--- config.mk ---
export PLATFORM = sky130hd
export DESIGN_NAME = video_sync_gen
export DESIGN_NICKNAME = d
export VERILOG_FILES = /design/src/rtl/video_timing_pkg.sv /design/src/rtl/wrap_counter.sv /design/src/rtl/video_sync_gen.sv
export SDC_FILE = /design/constraint.sdc
export NUM_CORES = 1
export LEC_CHECK = 0
export ABC_AREA = 1
export CAP_MARGIN = 20
export CORE_ASPECT_RATIO = 0.5
export CORE_UTILIZATION = 50
export CTS_CLUSTER_SIZE = 16
export DETAILED_ROUTE_END_ITERATION = 8
export GPL_TIMING_DRIVEN = 0
export PLACE_DENSITY = 0.74
export SLEW_MARGIN = 0
export SYNTH_ARGS = -nofsm -noshare
export SYNTH_HDL_FRONTEND = slang
export SYNTH_SLANG_ARGS = --single-unit
--- constraint.sdc ---
create_clock -name clk -period 4.1 [get_ports clk]
set_input_delay 0.82 -clock clk [delete_from_list [all_inputs] [get_ports clk]]
set_output_delay 0.82 -clock clk [all_outputs]
set_load 0.01 [all_outputs]
--- src/rtl/video_timing_pkg.sv ---
// Default 15 kHz raster timing constants and counter widths shared by the
// video sync generator and its counters.
package video_timing_pkg;

  localparam int unsigned HCNT_W        = 10;
  localparam int unsigned VCNT_W        = 9;

  localparam int unsigned H_TOTAL       = 896;
  localparam int unsigned H_ACTIVE      = 512;
  localparam int unsigned H_BLANK_START = 576;
  localparam int unsigned H_BLANK_END   = 768;
  localparam int unsigned H_SYNC_START  = 640;
  localparam int unsigned H_SYNC_LEN    = 64;

  localparam int unsigned V_TOTAL_50    = 312;
  localparam int unsigned V_TOTAL_60    = 262;
  localparam int unsigned V_ACTIVE      = 240;
  localparam int unsigned V_BLANK_START = 244;
  localparam int unsigned V_SYNC_START  = 248;
  localparam int unsigned V_SYNC_LEN    = 4;

  localparam int unsigned INT_LEN       = 128;

  // Half-open window test [lo, hi) on zero-extended counter values.
  function automatic logic in_range(input int unsigned v,
                                    input int unsigned lo,
                                    input int unsigned hi);
    return (v >= lo) && (v < hi);
  endfunction

endpackage

--- src/rtl/wrap_counter.sv ---
// Enable-gated up-counter that wraps to zero after reaching a runtime limit.
// Exposes both the current and the next-state value so that decodes can be
// registered on the same edge as the count.
module wrap_counter #(
  parameter int unsigned W = 10
) (
  input  logic         clk,
  input  logic         rst_n,
  input  logic         en,
  input  logic [W-1:0] limit,
  output logic [W-1:0] cnt,
  output logic [W-1:0] cnt_next,
  output logic         wrap
);

  logic [W-1:0] cnt_q;
  logic [W-1:0] cnt_d;

  // A count at or beyond the limit wraps, so a shortened limit can never
  // leave the counter running away.
  assign wrap = en && (cnt_q >= limit);

  // Next count: hold without enable, otherwise increment or wrap.
  always_comb begin
    cnt_d = cnt_q;
    if (en) begin
      cnt_d = wrap ? '0 : cnt_q + W'(1);
    end
  end

  // Count register.
  always_ff @(posedge clk or negedge rst_n) begin
    if (!rst_n) begin
      cnt_q <= '0;
    end else begin
      cnt_q <= cnt_d;
    end
  end

  assign cnt      = cnt_q;
  assign cnt_next = cnt_d;

endmodule

--- src/rtl/video_sync_gen.sv ---
// 15 kHz raster timing generator: h/v counters, active-low syncs, blanking,
// display enable, line/frame strobes and the Z80 frame interrupt. All state
// advances on the 14 MHz tick (clk28en & clk14en).
module video_sync_gen
  import video_timing_pkg::*;
#(
  parameter int unsigned H_TOTAL       = video_timing_pkg::H_TOTAL,
  parameter int unsigned H_ACTIVE      = video_timing_pkg::H_ACTIVE,
  parameter int unsigned H_BLANK_START = video_timing_pkg::H_BLANK_START,
  parameter int unsigned H_BLANK_END   = video_timing_pkg::H_BLANK_END,
  parameter int unsigned H_SYNC_START  = video_timing_pkg::H_SYNC_START,
  parameter int unsigned H_SYNC_LEN    = video_timing_pkg::H_SYNC_LEN,
  parameter int unsigned V_TOTAL_50    = video_timing_pkg::V_TOTAL_50,
  parameter int unsigned V_TOTAL_60    = video_timing_pkg::V_TOTAL_60,
  parameter int unsigned V_ACTIVE      = video_timing_pkg::V_ACTIVE,
  parameter int unsigned V_BLANK_START = video_timing_pkg::V_BLANK_START,
  parameter int unsigned V_SYNC_START  = video_timing_pkg::V_SYNC_START,
  parameter int unsigned V_SYNC_LEN    = video_timing_pkg::V_SYNC_LEN,
  parameter int unsigned INT_LEN       = video_timing_pkg::INT_LEN
) (
  input  logic              clk,
  input  logic              rst_n,
  input  logic              clk28en,
  input  logic              clk14en,
  input  logic              mode_60hz,
  output logic [HCNT_W-1:0] hcnt,
  output logic [VCNT_W-1:0] vcnt,
  output logic              hsync_n,
  output logic              vsync_n,
  output logic              csync_n,
  output logic              blank,
  output logic              de,
  output logic              line_start,
  output logic              frame_start,
  output logic              int_n
);

  localparam int unsigned INT_W = $clog2(INT_LEN + 1);

  logic              tick;
  logic [HCNT_W-1:0] hcnt_cur, hcnt_nxt;
  logic [VCNT_W-1:0] vcnt_cur, vcnt_nxt;
  logic              hwrap, vwrap;
  logic [VCNT_W-1:0] vlimit;
  logic              mode_sel;

  logic              mode_q, mode_d;
  logic              init_q, init_d;
  logic [INT_W-1:0]  int_cnt_q, int_cnt_d;
  logic              hsync_n_q, hsync_n_d;
  logic              vsync_n_q, vsync_n_d;
  logic              csync_n_q, csync_n_d;
  logic              blank_q, blank_d;
  logic              de_q, de_d;
  logic              line_start_q, line_start_d;
  logic              frame_start_q, frame_start_d;
  logic              int_n_q, int_n_d;
  logic              int_trig;

  assign tick = clk28en & clk14en;

  // Until the first tick after reset the frame length follows mode_60hz
  // directly; afterwards only the latched copy (updated at frame wrap) counts.
  assign mode_sel = init_q ? mode_60hz : mode_q;
  assign vlimit   = mode_sel ? VCNT_W'(V_TOTAL_60 - 1) : VCNT_W'(V_TOTAL_50 - 1);

  wrap_counter #(.W(HCNT_W)) u_hcnt (
    .clk      (clk),
    .rst_n    (rst_n),
    .en       (tick),
    .limit    (HCNT_W'(H_TOTAL - 1)),
    .cnt      (hcnt_cur),
    .cnt_next (hcnt_nxt),
    .wrap     (hwrap)
  );

  // vcnt steps once per line; its wrap is therefore also the frame wrap.
  wrap_counter #(.W(VCNT_W)) u_vcnt (
    .clk      (clk),
    .rst_n    (rst_n),
    .en       (tick & hwrap),
    .limit    (vlimit),
    .cnt      (vcnt_cur),
    .cnt_next (vcnt_nxt),
    .wrap     (vwrap)
  );

  // Decode the next-state counters so registered outputs line up with hcnt/vcnt.
  always_comb begin
    mode_d        = mode_q;
    init_d        = init_q;
    int_cnt_d     = int_cnt_q;
    hsync_n_d     = hsync_n_q;
    vsync_n_d     = vsync_n_q;
    csync_n_d     = csync_n_q;
    blank_d       = blank_q;
    de_d          = de_q;
    line_start_d  = line_start_q;
    frame_start_d = frame_start_q;
    int_n_d       = int_n_q;
    int_trig      = 1'b0;
    if (tick) begin
      init_d = 1'b0;
      if (init_q || vwrap) begin
        mode_d = mode_60hz;
      end
      hsync_n_d = !in_range(32'(hcnt_nxt), H_SYNC_START, H_SYNC_START + H_SYNC_LEN);
      vsync_n_d = !in_range(32'(vcnt_nxt), V_SYNC_START, V_SYNC_START + V_SYNC_LEN);
      // XNOR of the two active-low syncs inverts hsync during vsync (serration).
      csync_n_d = ~(hsync_n_d ^ vsync_n_d);
      blank_d   = in_range(32'(hcnt_nxt), H_BLANK_START, H_BLANK_END) ||
                  (32'(vcnt_nxt) >= V_BLANK_START);
      de_d      = (32'(hcnt_nxt) < H_ACTIVE) && (32'(vcnt_nxt) < V_ACTIVE);
      line_start_d  = hwrap;
      frame_start_d = vwrap;
      int_trig  = (32'(vcnt_nxt) == V_SYNC_START) && (hcnt_nxt == '0);
      if (int_trig) begin
        int_cnt_d = INT_W'(INT_LEN);
      end else if (int_cnt_q != '0) begin
        int_cnt_d = int_cnt_q - INT_W'(1);
      end
      int_n_d = (int_cnt_d == '0);
    end
  end

  // Output and control registers; reset values match the (0,0) decode.
  always_ff @(posedge clk or negedge rst_n) begin
    if (!rst_n) begin
      mode_q        <= 1'b0;
      init_q        <= 1'b1;
      int_cnt_q     <= '0;
      hsync_n_q     <= 1'b1;
      vsync_n_q     <= 1'b1;
      csync_n_q     <= 1'b1;
      blank_q       <= 1'b0;
      de_q          <= 1'b1;
      line_start_q  <= 1'b0;
      frame_start_q <= 1'b0;
      int_n_q       <= 1'b1;
    end else begin
      mode_q        <= mode_d;
      init_q        <= init_d;
      int_cnt_q     <= int_cnt_d;
      hsync_n_q     <= hsync_n_d;
      vsync_n_q     <= vsync_n_d;
      csync_n_q     <= csync_n_d;
      blank_q       <= blank_d;
      de_q          <= de_d;
      line_start_q  <= line_start_d;
      frame_start_q <= frame_start_d;
      int_n_q       <= int_n_d;
    end
  end

  assign hcnt        = hcnt_cur;
  assign vcnt        = vcnt_cur;
  assign hsync_n     = hsync_n_q;
  assign vsync_n     = vsync_n_q;
  assign csync_n     = csync_n_q;
  assign blank       = blank_q;
  assign de          = de_q;
  assign line_start  = line_start_q;
  assign frame_start = frame_start_q;
  assign int_n       = int_n_q;

endmodule

After elaboration in Yosys (flattened, before gate mapping)
Cells that the tools add are included.
{"block": "totals", "out_inout_bits": 27, "memories": 0, "regBits": 37, "elab_cells": 56, "input_bits": 5, "ram_bits": 0, "latchBits": 0, "mem_bits_ro": 0}
{"block": "op_classes", "eq_ne": 1, "n_shift": 0, "bitwise_logic": 4, "mux": 9, "magnitude_cmp": 11, "mul": 0, "n_addsub": 3, "n_div": 0, "n_reduce_logical": 15}
{"cell": "10-bit greater-or-equal comparator (second input constant)", "n": 3}
{"cell": "10-bit less-than comparator (second input constant)", "n": 3}
{"cell": "8-bit two-way mux", "n": 3}
{"cell": "10-bit two-way mux", "n": 2}
{"cell": "9-bit by 8-bit greater-or-equal comparator with 1-bit output (second input constant)", "n": 2}
{"cell": "9-bit by 8-bit less-than comparator with 1-bit output (second input constant)", "n": 2}
{"cell": "9-bit two-way mux", "n": 2}
{"cell": "10-bit by 1-bit adder with 10-bit output (second input constant)", "n": 1}
{"cell": "10-bit logical NOT", "n": 1}
{"cell": "9-bit by 1-bit adder with 9-bit output (second input constant)", "n": 1}
{"cell": "9-bit by 8-bit == test with 1-bit output (second input constant)", "n": 1}
{"cell": "9-bit greater-or-equal comparator", "n": 1}
{"cell": "8-bit logical NOT", "n": 1}
{"cell": "8-bit nonzero test", "n": 1}
{"cell": "8-bit by 1-bit subtractor with 8-bit output (second input constant)", "n": 1}
{"cell": "1-bit logical AND", "n": 7}
{"cell": "6-bit two-way mux", "n": 1}
{"cell": "1-bit bitwise AND", "n": 2}
{"cell": "1-bit logical NOT", "n": 2}
{"cell": "1-bit logical OR", "n": 2}
{"cell": "2-bit AND reduction", "n": 1}
{"cell": "1-bit two-way mux", "n": 1}
{"cell": "1-bit inverter", "n": 1}
{"cell": "1-bit bitwise XOR", "n": 1}

Longest topological paths before layout
{"block": "logic_depth", "depth_word": 11, "ltp_mapped": 19, "mapped_depth_nobuf": 19}

Cells and area by module
Synthesis repeated with hierarchy kept, for this count alone.
{"block": "unflattened", "hier_cells": 388, "hier_area_um2": 2718.9}
{"mod": "video_sync_gen", "n_inst": 1, "cells_each": 173, "area_each_um2": 1161.1}
{"mod": "wrap_counter (u_hcnt)", "n_inst": 1, "cells_each": 113, "area_each_um2": 812.0}
{"mod": "wrap_counter (u_vcnt)", "n_inst": 1, "cells_each": 102, "area_each_um2": 745.7}

Least setup slack after synthesis
OpenSTA, ideal clock, no wires.
{"block": "synth_timing", "path_type": "in2reg", "start": "input port mode_60hz", "end": "register int_n_q (netlist: int_n)", "arrival_ns": 2.765, "slack_ns": 1.274, "cell_stages": 17, "n_path_buf": 0, "path_cell_list": "nand2_1 o21ai_0 ha_1 or2_2 nand3_1 nand3_1 nand2_4 inv_1 nor2_1 nand2_1 nor2_1 nand3_2 nand2_2 nand2_1 nor2_1 nand3_1 nand2_1"}
{"block": "synth_between", "elab_chain_len": 11}
{"item": "start: declaration", "line": "video_sync_gen.sv:25", "rtl": "input logic mode_60hz,"}
{"item": "1-bit two-way mux", "line": "video_sync_gen.sv:64", "rtl": "assign mode_sel = init_q ? mode_60hz : mode_q;"}
{"item": "6-bit two-way mux", "line": "video_sync_gen.sv:65", "rtl": "assign vlimit = mode_sel ? VCNT_W'(V_TOTAL_60 - 1) : VCNT_W'(V_TOTAL_50 - 1);"}
{"item": "9-bit greater-or-equal comparator", "line": "wrap_counter.sv:21", "rtl": "assign wrap = en && (cnt_q >= limit);"}
{"item": "1-bit logical AND", "line": "wrap_counter.sv:21"}
{"item": "9-bit two-way mux", "line": "wrap_counter.sv:27", "rtl": "cnt_d = wrap ? '0 : cnt_q + W'(1);"}
{"item": "9-bit two-way mux", "line": "wrap_counter.sv:26", "rtl": "if (en) begin"}
{"item": "named net u_vcnt.cnt_next[3]", "line": "wrap_counter.sv:12", "rtl": "output logic [W-1:0] cnt_next,"}
{"item": "9-bit by 8-bit == test with 1-bit output", "line": "video_sync_gen.sv:116", "rtl": "int_trig = (32'(vcnt_nxt) == V_SYNC_START) && (hcnt_nxt == '0);"}
{"item": "1-bit logical AND", "line": "video_sync_gen.sv:116"}
{"item": "8-bit two-way mux", "line": "video_sync_gen.sv:117", "rtl": "if (int_trig) begin"}
{"item": "8-bit two-way mux", "line": "video_sync_gen.sv:102", "rtl": "if (tick) begin"}
{"item": "8-bit logical NOT", "line": "video_sync_gen.sv:122", "rtl": "int_n_d = (int_cnt_d == '0);"}
{"item": "end signal: assignment", "line": "video_sync_gen.sv:151", "rtl": "int_n_q <= int_n_d;"}
{"item": "end: declaration", "line": "video_sync_gen.sv:57", "rtl": "logic int_n_q, int_n_d;"}
The timed path passes the listed nets, and every way through them passes these cells. The select of a mux whose other input is x is not followed.
A chain may end at the register's enable or synchronous reset.

Final worst setup path
Same ends and word-level chain as after synthesis.

==> metrics.csv <==
stage,metric,value,unit
run_status,run_status,"finished, final reports clean",
yosys,yosys_warnings,0,
cells_and_area,layout_common_cells,"sky130_fd_sc_hd__nand2_1 (89), sky130_fd_sc_hd__inv_1 (62), sky130_fd_sc_hd__nor2_1 (43), sky130_fd_sc_hd__nand3_1 (40), sky130_fd_sc_hd__dfrtp_1 (31)",
critical_path,critical_path_required,4330,ps
clocking,numCtsBuffers,5,
clocking,clock_latency_reported_for_the_late_side_of_the_worst_skew_pair,290,ps
clocking,postCtsResizedCells,0,
routing,dr_total_vias,2332,
cells_and_area,drive_gt1_frac,0.09021,
yosys,netlist.area_leader.share,0.3160,
place,place_congestion,0.8896,
floorplanning,design.core.area,4552,um^2
cells_and_area,num-nets-final,399,
critical_path,slowest_stage,sky130_fd_sc_hd__clkdlybuf4s50_1,
timing,max_slew_margin,0.4565,
critical_path,worstPathArrival,3780,ps
critical_path,start_to_end_type_of_the_worst_setup_path,primary input to flop,
yosys,synth_cells,349,
clocking,cts-root-buf,sky130_fd_sc_hd__clkbuf_8,
floorplanning,die_w,101.1,um
timing,fin_tns_setup,0,ps
worst_hold_path,hp-class,flop to flop,
clocking,cts_tree,built,
routing,ant_nets,0,
yosys,ys_seq_elements,37,
timing,period_share,0.8644,
timing,rsz0062_at_grt,no,
global_route,first_global_vias,2173,
timing,slew_worst_pin,815.3,ps
clocking,cts_htree_levels,2,
yosys,mappedNetlistNets,361,
clocking,max_buffers_root_to_sink,2,
cells_and_area,area_delta_synth_final,19.47,%
cells_and_area,design_area,2933,um^2
routing,drt_iter0_markers,113,
timing,clock-skew-final,3.463,ps
floorplanning,die_area,5211,um^2
floorplanning,chipHeight,51.55,um
global_route,maximum_number_of_pins_on_one_net_before_global_route_repair,38,
yosys,synthDominantAreaCellType,sky130_fd_sc_hd__dfrtp_1,
routing,drc,0,
routing,route.final.wire_length,5.788,mm
timing,timing.fmax,0.2822,GHz
cells_and_area,most_frequent_standard_cell_in_the_layout_excluding_fill_and_tap_cells,sky130_fd_sc_hd__nand2_1,
floorplanning,initial_utilization,0.5393,
yosys,post_synth_instance_area,2455,um^2
routing,viasPerCell,5.137,
yosys,sequential_to_total_area_share_from_yosys_stat,0.3802,
critical_path,critPathBufInv,2,
place,numPortBuffers,31,
critical_path,critical_path.top_delay_family,simple AND/OR/NAND/NOR gates,
critical_path,critical_path_s_most_frequent_cell,sky130_fd_sc_hd__nand2_1,
yosys,cell_types_with_the_largest_area_share_after_synthesis,"sky130_fd_sc_hd__dfrtp_1 (32%), sky130_fd_sc_hd__nand2_1 (14%), sky130_fd_sc_hd__inv_1 (9.5%), sky130_fd_sc_hd__nand3_1 (8.2%), sky130_fd_sc_hd__nor2_1 (6.6%)",
global_route,grt-ovfl-total,0,
routing,drtPass1Iterations,4,
global_route,grt_pass1_wl,9.880,mm
yosys,synthArstFlopShare,1.000,
cells_and_area,postLayoutCoreUtil,0.6443,
global_route,grt_antenna_before_repair,0,
place,placed_wire_length_estimate_after_detailed_placement,4.437,mm
floorplanning,io_pins,32,
yosys,synth_cell_type_count,32,
pwr,power_per_cell_area,693.7,nW/um^2
job,max-cap-violations,0,
place,detailedPlace.worstSlack,281.1,ps
global_route,gr-usage-all-layers,0.2495,
critical_path,start_kind,primary input,
critical_path,critical_path.endpoint_type,flop,
critical_path,crit_fanout,7,
place,detailed_place.area,2843,um^2
clocking,clock_sinks,37,
timing,finalSetupViolations,0,
clocking,postCtsSetupBuffers,0,
cells_and_area,antenna_diodes,0,
timing,finalHoldViolCount,0,
yosys,synthesis.area_per_instance,7.034,um^2
timing,finalWorstSetupSlack,555.9,ps
timing,post-route-min-period,3544,ps
clocking,path_clk_slew,70,ps
pwr,post_layout_total_power,2.035,mW
timing,finalMaxSlewViolations,0,
clocking,cts_hold_buffers,0,
pwr,maximum_vdd_drop,0.3255,mV
floorplanning,floorplan.rows,17,
critical_path,critPathMaxStageDelay,480,ps
critical_path,path_cells,"clkdlybuf4s50_1, nand2_1, o21ai_0, ha_1, or2_2, nand3_1, nand3_1, nand2_4, inv_1, nor2_1, nand2_1, nor2_1, nand3_2, nand2_2, nand2_1, nor2_1, nand3_1, nand2_1",
yosys,edff_count_synth,0,
routing,post_drt_wl_per_cell,12.75,um
yosys,synth_top_flop_cell,sky130_fd_sc_hd__dfrtp_1,
pwr,total_leakage_power,1.501,nW
-- cell usage after synthesis (2+ instances only) --
cell and instances:
sky130_fd_sc_hd__o31ai_1 2, sky130_fd_sc_hd__nand3b_1 2, sky130_fd_sc_hd__a21oi_1 11, sky130_fd_sc_hd__a31oi_1 2
sky130_fd_sc_hd__dfstp_2 6, sky130_fd_sc_hd__inv_1 62, sky130_fd_sc_hd__nand3_1 40, sky130_fd_sc_hd__nor2_4 3
sky130_fd_sc_hd__nand2_4 3, sky130_fd_sc_hd__nor2_1 43, sky130_fd_sc_hd__dfrtp_1 31, sky130_fd_sc_hd__nand2_2 5
sky130_fd_sc_hd__nand2_1 89, sky130_fd_sc_hd__nand4_1 7, sky130_fd_sc_hd__o21bai_1 2, sky130_fd_sc_hd__nor3_1 4
sky130_fd_sc_hd__or2_2 2, sky130_fd_sc_hd__o21ai_0 14, sky130_fd_sc_hd__ha_1 7, sky130_fd_sc_hd__clkbuf_1 2
-- final cells by class --
cell class,instances,area (um^2)
Multi-Input combinational cell,246,1265
Inverter,62,232.7
Sequential cell,37,933.4
Fill cell,423,1619
Timing Repair Buffer,31,305.3
Clock buffer,8,90.09
Buffer,4,23.77
Tap cell,66,82.58
-- power breakdown --
group	leakage [nW]	switching, mW	total, mW	internal [mW]
combinational	1.03	0.651	1.10	0.454
sequential	0.426	0.156	0.663	0.507
clock	0.0455	0.130	0.267	0.137
total	1.50	0.936	2.03	1.10
-- metal layers --
metal	global-route usage	share of wire	vias to the layer above
met2	0.4070	0.45	57
met1	0.3443	0.50	1088
met3	0.05645	0.048	2
met5	0	0	-
met4	0.05072	0.0024	0
li1	-	-	1185
-- stage by stage --
step | hold slack (ps) | std cells
2_1_floorplan | 435.1 | 349
3_3_place_gp | 443.6 | 446
3_5_place_dp | 453.3 | 446
4_1_cts | 464.9 | 454
5_1_grt | 499.2 | 454
6_report | 462.4 | 454
-- sequential cells by signal, indices dropped and copies added (netlist names) --
| register | cells |
|---|---|
| u_hcnt.cnt | 10 |
| u_vcnt.cnt | 9 |
| int_cnt_q | 8 |
| blank | 1 |
| csync_n | 1 |
| de | 1 |
| frame_start | 1 |
| hsync_n | 1 |
| init_q | 1 |
| int_n | 1 |
| line_start | 1 |
| mode_q | 1 |
| vsync_n | 1 |
-- tightest hold or removal path, delay by kind of cell, from the launching register on --
family / cells / cell delay (ps)
simple gates: 1 / 40
flops: 1 / 380
buf+inv: 1 / 50
-- worst paths after layout --
kind,start,to,slack [ps],depth (start not counted)
min in group asynchronous,rst_n,line_start,620,1
max in group asynchronous,rst_n,u_vcnt.cnt[5],2960,1
worst max-delay path,mode_60hz,int_n,560,18
worst min-delay path,init_q,init_q,460,2
worst max register to register,init_q,int_n,1000,16
worst min register to register,init_q,init_q,460,2
-- logic make-up after synthesis --
kind of cell	after synthesis	synth area share
flip-flops	37	0.3802
XOR/XNOR	1	0.003568
AND/OR/NAND/NOR	203	0.3904
buffers and inverters	66	0.1045
adder cells (fa/ha/maj)	7	0.03568
AO/OA/AOI/OAI	35	0.08563
Power figures use the tool's default switching activity.
